<file path="config.mk">
export PLATFORM = sky130hd
export DESIGN_NAME = uart_rxtx
export DESIGN_NICKNAME = d
export VERILOG_FILES = /design/src/rtl/uart_pkg.sv /design/src/rtl/uart_baud_gen.sv /design/src/rtl/uart_rxtx.sv
export SDC_FILE = /design/constraint.sdc
export NUM_CORES = 1
export LEC_CHECK = 0
export BUFFER_PORTS_ARGS = -buffer_cell sky130_fd_sc_hd__buf_4
export CORE_MARGIN = 3
export CORE_UTILIZATION = 55
export DETAILED_ROUTE_END_ITERATION = 12
export GPL_TIMING_DRIVEN = 0
export PLACE_DENSITY = 0.79
export SYNTH_ARGS = -nofsm -noshare
export SYNTH_HDL_FRONTEND = slang
export SYNTH_SLANG_ARGS = --single-unit
</file>
<file path="constraint.sdc">
create_clock -name clk -period 3 [get_ports clk]
set_input_delay 0.3 -clock clk [delete_from_list [all_inputs] [get_ports clk]]
set_output_delay 0.3 -clock clk [all_outputs]
set_load 0.03 [all_outputs]
</file>
<file path="src/rtl/uart_pkg.sv">
// Shared types and constants for the uart_rxtx UART.
//   - TX/RX FSM state enums
//   - stop-bit field encodings and helpers
//   - oversampling rate and mid-bit sample point
package uart_pkg;

  // Ticks per serial bit and the tick (1-based) at which a bit is sampled.
  localparam int unsigned OVERSAMPLE   = 16;
  localparam int unsigned SAMPLE_POINT = 8;

  // cr_sbit encodings; any other value selects three stop bits.
  localparam logic [1:0] SBIT_ONE   = 2'b00;
  localparam logic [1:0] SBIT_TWO   = 2'b01;
  localparam logic [1:0] SBIT_THREE = 2'b10;

  typedef enum logic [2:0] {
    TxIdle,
    TxStart,
    TxData,
    TxParity,
    TxStop
  } tx_state_e;

  typedef enum logic [2:0] {
    RxIdle,
    RxStart,
    RxData,
    RxParity,
    RxStop
  } rx_state_e;

  // Index of the final stop bit (0-based) for a cr_sbit setting.
  function automatic logic [1:0] last_stop_idx(input logic [1:0] sbit);
    logic [1:0] idx;
    case (sbit)
      SBIT_ONE: idx = 2'd0;
      SBIT_TWO: idx = 2'd1;
      default:  idx = 2'd2;
    endcase
    return idx;
  endfunction

  // Parity bit value for a byte: even -> XOR of data, odd -> XNOR of data.
  function automatic logic parity_bit(input logic [7:0] data, input logic odd);
    return odd ? ~^data : ^data;
  endfunction

endpackage

</file>
<file path="src/rtl/uart_baud_gen.sv">
// Fractional baud-rate tick generator shared by both UART directions.
// Produces a one-cycle tick at an average rate of
// f_clk * baud_freq_i / (baud_freq_i + baud_limit_i), i.e. 16x the baud rate.
// Ports:
//   clk          system clock
//   reset_n      synchronous reset, active HIGH despite the name
//   baud_freq_i  accumulator increment
//   baud_limit_i accumulator wrap threshold
//   tick_o       registered one-cycle oversampling tick
module uart_baud_gen
  import uart_pkg::*;
(
  input  logic        clk,
  input  logic        reset_n,
  input  logic [15:0] baud_freq_i,
  input  logic [15:0] baud_limit_i,
  output logic        tick_o
);

  logic [15:0] acc;

  // acc never exceeds limit + freq, which fits in 16 bits for any valid setting.
  always_ff @(posedge clk) begin
    if (reset_n) begin
      acc    <= '0;
      tick_o <= 1'b0;
    end else if (acc >= baud_limit_i) begin
      acc    <= acc - baud_limit_i;
      tick_o <= 1'b1;
    end else begin
      acc    <= acc + baud_freq_i;
      tick_o <= 1'b0;
    end
  end

endmodule

</file>
<file path="src/rtl/uart_rxtx.sv">
// Full-duplex 8-bit UART with runtime-programmable fractional baud rate,
// optional even/odd parity and 1-3 stop bits. Both directions share one
// 16x oversampling tick.
// Ports:
//   clk            system clock
//   reset_n        synchronous reset, active HIGH despite the name
//   tx_data_i      byte to transmit
//   tx_valid_i     transmit request; accepted when tx_ready_o is high
//   tx_ready_o     transmitter idle
//   rx_data_o      last good received byte, held until the next good frame
//   rx_pbit_error  parity mismatch on the last good frame, held like rx_data_o
//   rx_valid_o     one-cycle pulse when a frame completes with a valid stop bit
//   uart_rx        asynchronous serial input, idle high
//   uart_tx        serial output, idle high
//   cr_pbit        1 = parity bit present
//   cr_sbit        stop bits: 00 = 1, 01 = 2, 1x = 3
//   cr_ptype       0 = even parity, 1 = odd parity
//   cr_baud_freq   baud accumulator increment
//   cr_baud_limit  baud accumulator threshold
module uart_rxtx
  import uart_pkg::*;
(
  input  logic        clk,
  input  logic        reset_n,
  input  logic [7:0]  tx_data_i,
  input  logic        tx_valid_i,
  output logic        tx_ready_o,
  output logic [7:0]  rx_data_o,
  output logic        rx_pbit_error,
  output logic        rx_valid_o,
  input  logic        uart_rx,
  output logic        uart_tx,
  input  logic        cr_pbit,
  input  logic [1:0]  cr_sbit,
  input  logic        cr_ptype,
  input  logic [15:0] cr_baud_freq,
  input  logic [15:0] cr_baud_limit
);

  localparam logic [3:0] LastTick = 4'(OVERSAMPLE - 1);
  localparam logic [3:0] MidTick  = 4'(SAMPLE_POINT - 1);

  logic tick;

  uart_baud_gen u_baud_gen (
    .clk          (clk),
    .reset_n      (reset_n),
    .baud_freq_i  (cr_baud_freq),
    .baud_limit_i (cr_baud_limit),
    .tick_o       (tick)
  );

  // ---------------------------------------------------------------------------
  // Transmitter
  // ---------------------------------------------------------------------------
  tx_state_e  tx_state;
  logic [7:0] tx_shift;
  logic       tx_par;
  logic       tx_pbit;
  logic [1:0] tx_last_stop;
  logic [1:0] tx_stop_idx;
  logic [2:0] tx_bit_idx;
  logic [3:0] tx_cnt;
  logic       tx_bit_done;

  assign tx_bit_done = tick && (tx_cnt == LastTick);

  always_ff @(posedge clk) begin
    if (reset_n) begin
      tx_state     <= TxIdle;
      uart_tx      <= 1'b1;
      tx_ready_o   <= 1'b1;
      tx_shift     <= '0;
      tx_par       <= 1'b0;
      tx_pbit      <= 1'b0;
      tx_last_stop <= '0;
      tx_stop_idx  <= '0;
      tx_bit_idx   <= '0;
      tx_cnt       <= '0;
    end else begin
      // Bit timer free-runs modulo 16 ticks whenever a frame is in flight.
      if (tx_state != TxIdle && tick) begin
        tx_cnt <= (tx_cnt == LastTick) ? '0 : tx_cnt + 4'd1;
      end

      unique case (tx_state)
        TxIdle: begin
          if (tx_valid_i && tx_ready_o) begin
            // Snapshot data and framing so config writes cannot disturb this frame.
            tx_shift     <= tx_data_i;
            tx_par       <= parity_bit(tx_data_i, cr_ptype);
            tx_pbit      <= cr_pbit;
            tx_last_stop <= last_stop_idx(cr_sbit);
            tx_ready_o   <= 1'b0;
            tx_state     <= TxStart;
          end
        end

        TxStart: begin
          if (tick) begin
            if (uart_tx) begin
              // First tick after acceptance opens the start bit and aligns the timer.
              uart_tx <= 1'b0;
              tx_cnt  <= '0;
            end else if (tx_cnt == LastTick) begin
              uart_tx    <= tx_shift[0];
              tx_bit_idx <= '0;
              tx_state   <= TxData;
            end
          end
        end

        TxData: begin
          if (tx_bit_done) begin
            if (tx_bit_idx == 3'd7) begin
              if (tx_pbit) begin
                uart_tx  <= tx_par;
                tx_state <= TxParity;
              end else begin
                uart_tx     <= 1'b1;
                tx_stop_idx <= '0;
                tx_state    <= TxStop;
              end
            end else begin
              tx_shift   <= {1'b0, tx_shift[7:1]};
              uart_tx    <= tx_shift[1];
              tx_bit_idx <= tx_bit_idx + 3'd1;
            end
          end
        end

        TxParity: begin
          if (tx_bit_done) begin
            uart_tx     <= 1'b1;
            tx_stop_idx <= '0;
            tx_state    <= TxStop;
          end
        end

        TxStop: begin
          if (tx_bit_done) begin
            if (tx_stop_idx == tx_last_stop) begin
              tx_ready_o <= 1'b1;
              tx_state   <= TxIdle;
            end else begin
              tx_stop_idx <= tx_stop_idx + 2'd1;
            end
          end
        end

        default: begin
          uart_tx    <= 1'b1;
          tx_ready_o <= 1'b1;
          tx_state   <= TxIdle;
        end
      endcase
    end
  end

  // ---------------------------------------------------------------------------
  // Receiver
  // ---------------------------------------------------------------------------
  logic rx_meta;
  logic rx_sync;
  logic rx_prev;

  // Two-flop synchronizer plus one delay stage for falling-edge detection.
  always_ff @(posedge clk) begin
    if (reset_n) begin
      rx_meta <= 1'b1;
      rx_sync <= 1'b1;
      rx_prev <= 1'b1;
    end else begin
      rx_meta <= uart_rx;
      rx_sync <= rx_meta;
      rx_prev <= rx_sync;
    end
  end

  rx_state_e  rx_state;
  logic [7:0] rx_shift;
  logic [2:0] rx_bit_idx;
  logic [3:0] rx_cnt;
  logic       rx_pbit;
  logic       rx_ptype;
  logic       rx_par;
  logic       rx_bit_done;

  // After the start-bit check the timer is re-zeroed, so every later wrap
  // lands on the middle (8th tick) of the next bit.
  assign rx_bit_done = tick && (rx_cnt == LastTick);

  always_ff @(posedge clk) begin
    if (reset_n) begin
      rx_state      <= RxIdle;
      rx_shift      <= '0;
      rx_bit_idx    <= '0;
      rx_cnt        <= '0;
      rx_pbit       <= 1'b0;
      rx_ptype      <= 1'b0;
      rx_par        <= 1'b0;
      rx_data_o     <= '0;
      rx_pbit_error <= 1'b0;
      rx_valid_o    <= 1'b0;
    end else begin
      rx_valid_o <= 1'b0;

      if (rx_state != RxIdle && tick) begin
        rx_cnt <= (rx_cnt == LastTick) ? '0 : rx_cnt + 4'd1;
      end

      unique case (rx_state)
        RxIdle: begin
          if (rx_prev && !rx_sync) begin
            rx_pbit  <= cr_pbit;
            rx_ptype <= cr_ptype;
            rx_cnt   <= '0;
            rx_state <= RxStart;
          end
        end

        RxStart: begin
          if (tick && rx_cnt == MidTick) begin
            rx_cnt     <= '0;
            rx_bit_idx <= '0;
            // Line back high at mid start bit: treat as a glitch.
            rx_state   <= rx_sync ? RxIdle : RxData;
          end
        end

        RxData: begin
          if (rx_bit_done) begin
            rx_shift   <= {rx_sync, rx_shift[7:1]};
            rx_bit_idx <= rx_bit_idx + 3'd1;
            if (rx_bit_idx == 3'd7) begin
              rx_state <= rx_pbit ? RxParity : RxStop;
            end
          end
        end

        RxParity: begin
          if (rx_bit_done) begin
            rx_par   <= rx_sync;
            rx_state <= RxStop;
          end
        end

        RxStop: begin
          // Only the first stop bit is checked; later stop bits overlap idle.
          if (rx_bit_done) begin
            rx_state <= RxIdle;
            if (rx_sync) begin
              rx_data_o     <= rx_shift;
              rx_pbit_error <= rx_pbit && (rx_par != parity_bit(rx_shift, rx_ptype));
              rx_valid_o    <= 1'b1;
            end
          end
        end

        default: rx_state <= RxIdle;
      endcase
    end
  end

endmodule

</file>
==> results of run 1 <==
## worst max-delay path by stage
stage                     slack [ns]                  to  depth (start not counted)
after floorplan                 0.57  u_baud_gen.acc[10]                         11
after global placement          0.19   u_baud_gen.acc[7]                         11
after detailed placement        0.17  u_baud_gen.acc[10]                         11
after CTS                       0.18  u_baud_gen.acc[10]                         11
after global routing            0.04  u_baud_gen.acc[12]                         11
final                           0.20  u_baud_gen.acc[10]                         11
## layout make-up
class / count / area (um^2)
Fill cell: 770 / 3020
Inverter: 23 / 86.3
Multi-Input combinational cell: 504 / 3280
Clock inverter: 7 / 42.5
Buffer: 31 / 140
Timing Repair Buffer: 59 / 443
Tap cell: 108 / 135
Sequential cell: 77 / 1540
Clock buffer: 9 / 124
## through the flow
stage	setup WS, ns	power, W
floorplan	0.570	0.00312
global placement	0.187	0.00352
detailed placement	0.172	0.00360
CTS	0.179	0.00430
global route	0.0360	0.00468
finish	0.197	0.00430
## sequential cells by signal (all words and copies together) (netlist names), 2 cells and up
signal / count
tx_stop_idx: 2
rx_cnt: 4
rx_bit_idx: 3
tx_cnt: 4
tx_state: 3
tx_bit_idx: 3
rx_shift: 8
tx_last_stop: 2
rx_data_o: 8
tx_shift: 8
rx_state: 3
u_baud_gen.acc: 16
## kinds of logic after synthesis
kind of cell               count (synthesis)  share of synthesized area, %
and+or+nand+nor                          235                          21.7
muxes                                     23                          4.56
AOI/OAI and AO/OA                        161                          20.8
adders and majority gates                 39                          9.97
DFF                                       77                          30.5
xor gates and xnor gates                  46                          7.98
buffers and inverters                     54                          4.49
## cell usage in the layout (no fill, tap or decap), drive strengths merged, types with 23 or more instances in the layout
cell,instances
dfxtp,77
nor2,76
nand2,72
buf,68
a21oi,66
ha,37
xnor2,32
clkbuf,31
o21ai,31
mux2i,23
nand3,23
inv,23
## metal layers
layer	up-vias	global-route usage (%)	routed length, um
li1	2397	-	-
met1	2192	32.8	5530
met2	171	38.5	5540
met3	23	4.61	711
met4	0	7.06	172
met5	-	0	0
## worst max-delay path, cell delays in order, from the launching register on
cell and delay (ns):
dfxtp_1 0.35, inv_1 0.05, ha_1 0.20, fa_1 0.43, nand2b_2 0.21, a21oi_4 0.21, a41o_1 0.18, a21oi_2 0.10
o311ai_4 0.44, buf_6 0.25, mux2i_1 0.21, nor2_1 0.05
## report_power, final
part           internal [W]  switching [W]  leakage, nW  total, W
Sequential          0.00118       0.000103        0.628   0.00128
Clock              0.000296       0.000391       0.0925  0.000686
Combinational      0.000987        0.00135         1.81   0.00234
Total               0.00246        0.00184         2.54   0.00430
==> impl_metrics.yaml, run 1 <==
global_routing:
  grt_remaining_overflow: 0
  antenna_found_initial: 0
  grt_pass1_wl_um: 20100
  grt_max_degree: 14
  grt_usage_pct: 24.0
  grt_pass1_vias: 4463
timing:
  worst_slew_pin_slew_ns: 0.729
  final.setup.tns_ns: 0
  drv_slew: 0
  finClkSkew_ns: 0.0121
  period_needed_ns: 2.80
  timing.fmax_mhz: 357
  hold_viol: 0
  holdWs_ns: 0.146
  period_share_pct: 93.4
  slew_headroom_pct: 51.4
  rsz0062_at_grt: "false"
  setup_violations: 0
cts:
  cts_made_buffers: 9
  clock_sinks: 77
  post-cts-setup-buffers: 0
  clock-root-buffer: "clkbuf_8"
  path_clk_slew_ns: 0.08
  hold_buffers: 0
  ctsLongestPathBuffers: 2
  cts_tree: "done"
  clock_latency_ns: 0.35
  htree_levels: 3
  cts_resized: 0
detailed_routing:
  drcViolationCount: 0
  drt-total-wl_um: 12000
  firstDrtPassIters: 5
  num_vias: 4783
  routedWlPerCell_um: 14.6
  drt_iter0_drc: 243
  ant_nets: 0
  vias_per_cell: 5.85
hold_path:
  holdPathEnd: "rx_meta"
  min_from: "uart_rx"
  worstHoldPathCells: 2
  worstHoldPathType: "input port to flop"
setup_path:
  crit_arrival_ns: 3.02
  r2r-start: "u_baud_gen.acc[0]"
  crit_fanout: 10
  r2r_slack_ns: 0.20
  critPathLaunch: "u_baud_gen.acc[0]"
  worst-r2r-cell-count: 11
  cp.required_ns: 3.22
  end_kind: "flop"
  reg2reg_to: "u_baud_gen.acc[10]"
  startpoint_type: "flop"
  critPathKind: "flop to flop"
floorplan:
  die_width_um: 102
  start_util_pct: 57.3
  die_h_um: 102
  core_area_um2: 8810
  rows: 34
  die-area_um2: 10400
  io_pins: 60
logic_synthesis:
  yosys.cell_count.top_type: "dfxtp_1"
  synth_top_cells_by_area: "dfxtp_1 31%, ha_1 9.2%, a21oi_1 6.3%, xnor2_1 5.6%, nor2_1 5.5%"
  async_flop_share_pct: 0
  seq_area_frac_synth_pct: 30.5
  syn_area_um2: 5050
  synth_commonest_cells: "77 x dfxtp_1, 74 x nor2_1, 72 x nand2_1"
  yosys_warnings: 0
  avgSynthCellArea_um2: 7.95
  synthFlopType: "dfxtp_1"
  yosysTopAreaCell: "dfxtp_1"
  synth_nets: 722
  ys_ff_latch: 77
  synth_top_area_share_pct: 30.5
  syn_inst: 635
  synth_edf_count: 0
  synth.distinct_cells: 61
power:
  p_leak_nw: 2.54
  peakVddDrop_mv: 0.453
  powerDensity_nw_per_um2: 743
outcome:
  status: "completed"
layout:
  final_layout_size_suffix_gt1_share_pct: 14.5
  final_area_um2: 5790
  final_nets: 792
  synthToLayoutAreaGrowth_pct: 14.8
  antenna_cells: 0
  layout.cells.non_filler: 818
  fin_util_pct: 65.8
place:
  port_buffers: 59
  gp_congestion: 0.902
  dp_hpwl_um: 9120
  place_area_um2: 5620
  dp_cells: 802
flow_run:
  cap_viol_max_count: 0
Power figures use the tool's default switching activity.
==> run 2, diff against run 1 <==
==> constraint.sdc (replaced) <==
create_clock -name clk -period 3.4 [get_ports clk]
set_input_delay 0.34 -clock clk [delete_from_list [all_inputs] [get_ports clk]]
set_output_delay 0.34 -clock clk [all_outputs]
set_load 0.05 [all_outputs]
==> run 2 against run 1 <==
- sequential power is 12% lower
- first-iteration DRC count is 0.82% lower
- cell count stayed put
- non-clock buffer count stayed put
- critical path depth stayed put
- setup slack better by 0.37 ns
- count of clock-buffer cells in the layout stayed put
- clock power is 12% lower
- via count hardly changed
- global-route usage stayed put
- wire length is 0.34% lower
- flip-flop and latch count stayed put
==> impl_metrics.yaml, run 2 (synthesized netlist as in run 1, its figures left out) <==
setup_path:
  crit_arrival_ns: 3.06
  startpoint_type: "flop"
  cp.required_ns: 3.62
  critPathKind: "flop to flop"
  end_kind: "flop"
  crit_fanout: 10
global_routing:
  grt_pass1_wl_um: 20100
  grt_max_degree: 14
  grt_remaining_overflow: 0
  antenna_found_initial: 0
  grt_pass1_vias: 4463
  grt_usage_pct: 24.0
detailed_routing:
  ant_nets: 0
  routedWlPerCell_um: 14.6
  drt_iter0_drc: 241
  vias_per_cell: 5.85
  num_vias: 4787
  drt-total-wl_um: 11900
  drcViolationCount: 0
  firstDrtPassIters: 5
cts:
  hold_buffers: 0
  path_clk_slew_ns: 0.08
  clock_sinks: 77
  post-cts-setup-buffers: 0
  clock-root-buffer: "clkbuf_8"
  clock_latency_ns: 0.35
  ctsLongestPathBuffers: 2
  htree_levels: 3
  cts_resized: 0
  cts_made_buffers: 9
  cts_tree: "done"
layout:
  ff_latch_area_um2: 1540
  final_nets: 792
  synthToLayoutAreaGrowth_pct: 14.8
  antenna_cells: 0
  fin_util_pct: 65.8
  final_layout_size_suffix_gt1_share_pct: 14.5
  largest_reg_flops: 16
  final_area_um2: 5790
  regMostFlops: "u_baud_gen.acc"
  layout_commonest_cell: "dfxtp_1"
  multiInputGateArea_um2: 3280
  nFillCells: 770
  mostFrequentLayoutCells: "77 x dfxtp_1, 74 x nor2_1, 72 x nand2_1"
place:
  place_area_um2: 5620
  dp_hpwl_um: 9120
  port_buffers: 59
  dp_slack_ns: 0.532
  gp_congestion: 0.902
timing:
  slew_headroom_pct: 52.0
  hold_viol: 0
  worst_slew_pin_slew_ns: 0.719
  period_share_pct: 83.5
  final.setup.tns_ns: 0
  finClkSkew_ns: 0.0122
  timing.fmax_mhz: 352
  fin_ws_ns: 0.563
  rsz0062_at_grt: "false"
  period_needed_ns: 2.84
  setup_violations: 0
  drv_slew: 0
power:
  peakVddDrop_mv: 0.400
  powerDensity_nw_per_um2: 657
  p_leak_nw: 2.54
  p_total_w: 0.00380
floorplan:
  io_pins: 60
  die_width_um: 102
  start_util_pct: 57.3
  rows: 34
  die_h_um: 102
  die-area_um2: 10400
  core_area_um2: 8810
flow_run:
  cap_viol_max_count: 0
hold_path:
  worstHoldPathType: "input port to flop"
outcome:
  status: "completed"
## run 2: cell counts in the layout (fill, tap and decap cells not counted)
No cell type changed its count.
## run 2: worst paths after layout
| check | startpoint | to | slack [ns] | depth (start not counted) |
|---|---|---|---|---|
| worst max-delay path | u_baud_gen.acc[0] | u_baud_gen.acc[12] | 0.56 | 11 |
| worst min register to register | rx_meta | rx_sync | 0.43 | 1 |
| worst max register to register | u_baud_gen.acc[0] | u_baud_gen.acc[12] | 0.56 | 11 |
| worst min-delay path | uart_rx | rx_meta | 0.19 | 2 |
## run 2: layout make-up
type	count	share of cell area [%]
Clock buffer	9	2.14
Buffer	31	2.42
Sequential cell	77	26.6
Clock inverter	7	0.735
Tap cell	108	2.33
Inverter	23	1.49
Multi-Input combinational cell	504	56.6
Timing Repair Buffer	59	7.65
## run 2: worst max-delay path, cell delays in order (launching register included)
cell,delay [ns]
dfxtp_1,0.35
inv_1,0.05
ha_1,0.20
fa_1,0.43
nand2b_2,0.21
a21oi_4,0.20
a41o_1,0.18
a21oi_2,0.09
o311ai_4,0.48
buf_6,0.24
mux2i_1,0.21
nor2_1,0.05
## run 2: through the flow
| stage | std cells | hold WS, ns |
|---|---|---|
| floorplan | 635 | 0.389 |
| global placement | 802 | 0.395 |
| detailed placement | 802 | 0.394 |
| CTS | 818 | 0.169 |
| global route | 818 | 0.169 |
| finish | 818 | 0.187 |
## run 2: layer usage
layer | global-route usage [%] | vias to the layer above | part of all wire (%)
met1 | 32.8 | 2208 | 46
met5 | 0 | - | 0
met4 | 7.06 | 0 | 1.3
li1 | - | 2400 | -
met3 | 4.61 | 21 | 5.9
met2 | 38.5 | 158 | 47
## run 2: where the power goes
part	internal (W)	switching, W	leakage (nW)	total, W
logic	0.000870	0.00120	1.81	0.00207
registers	0.00104	0.0000915	0.628	0.00113
clock network	0.000261	0.000345	0.0925	0.000606
total	0.00217	0.00163	2.54	0.00380
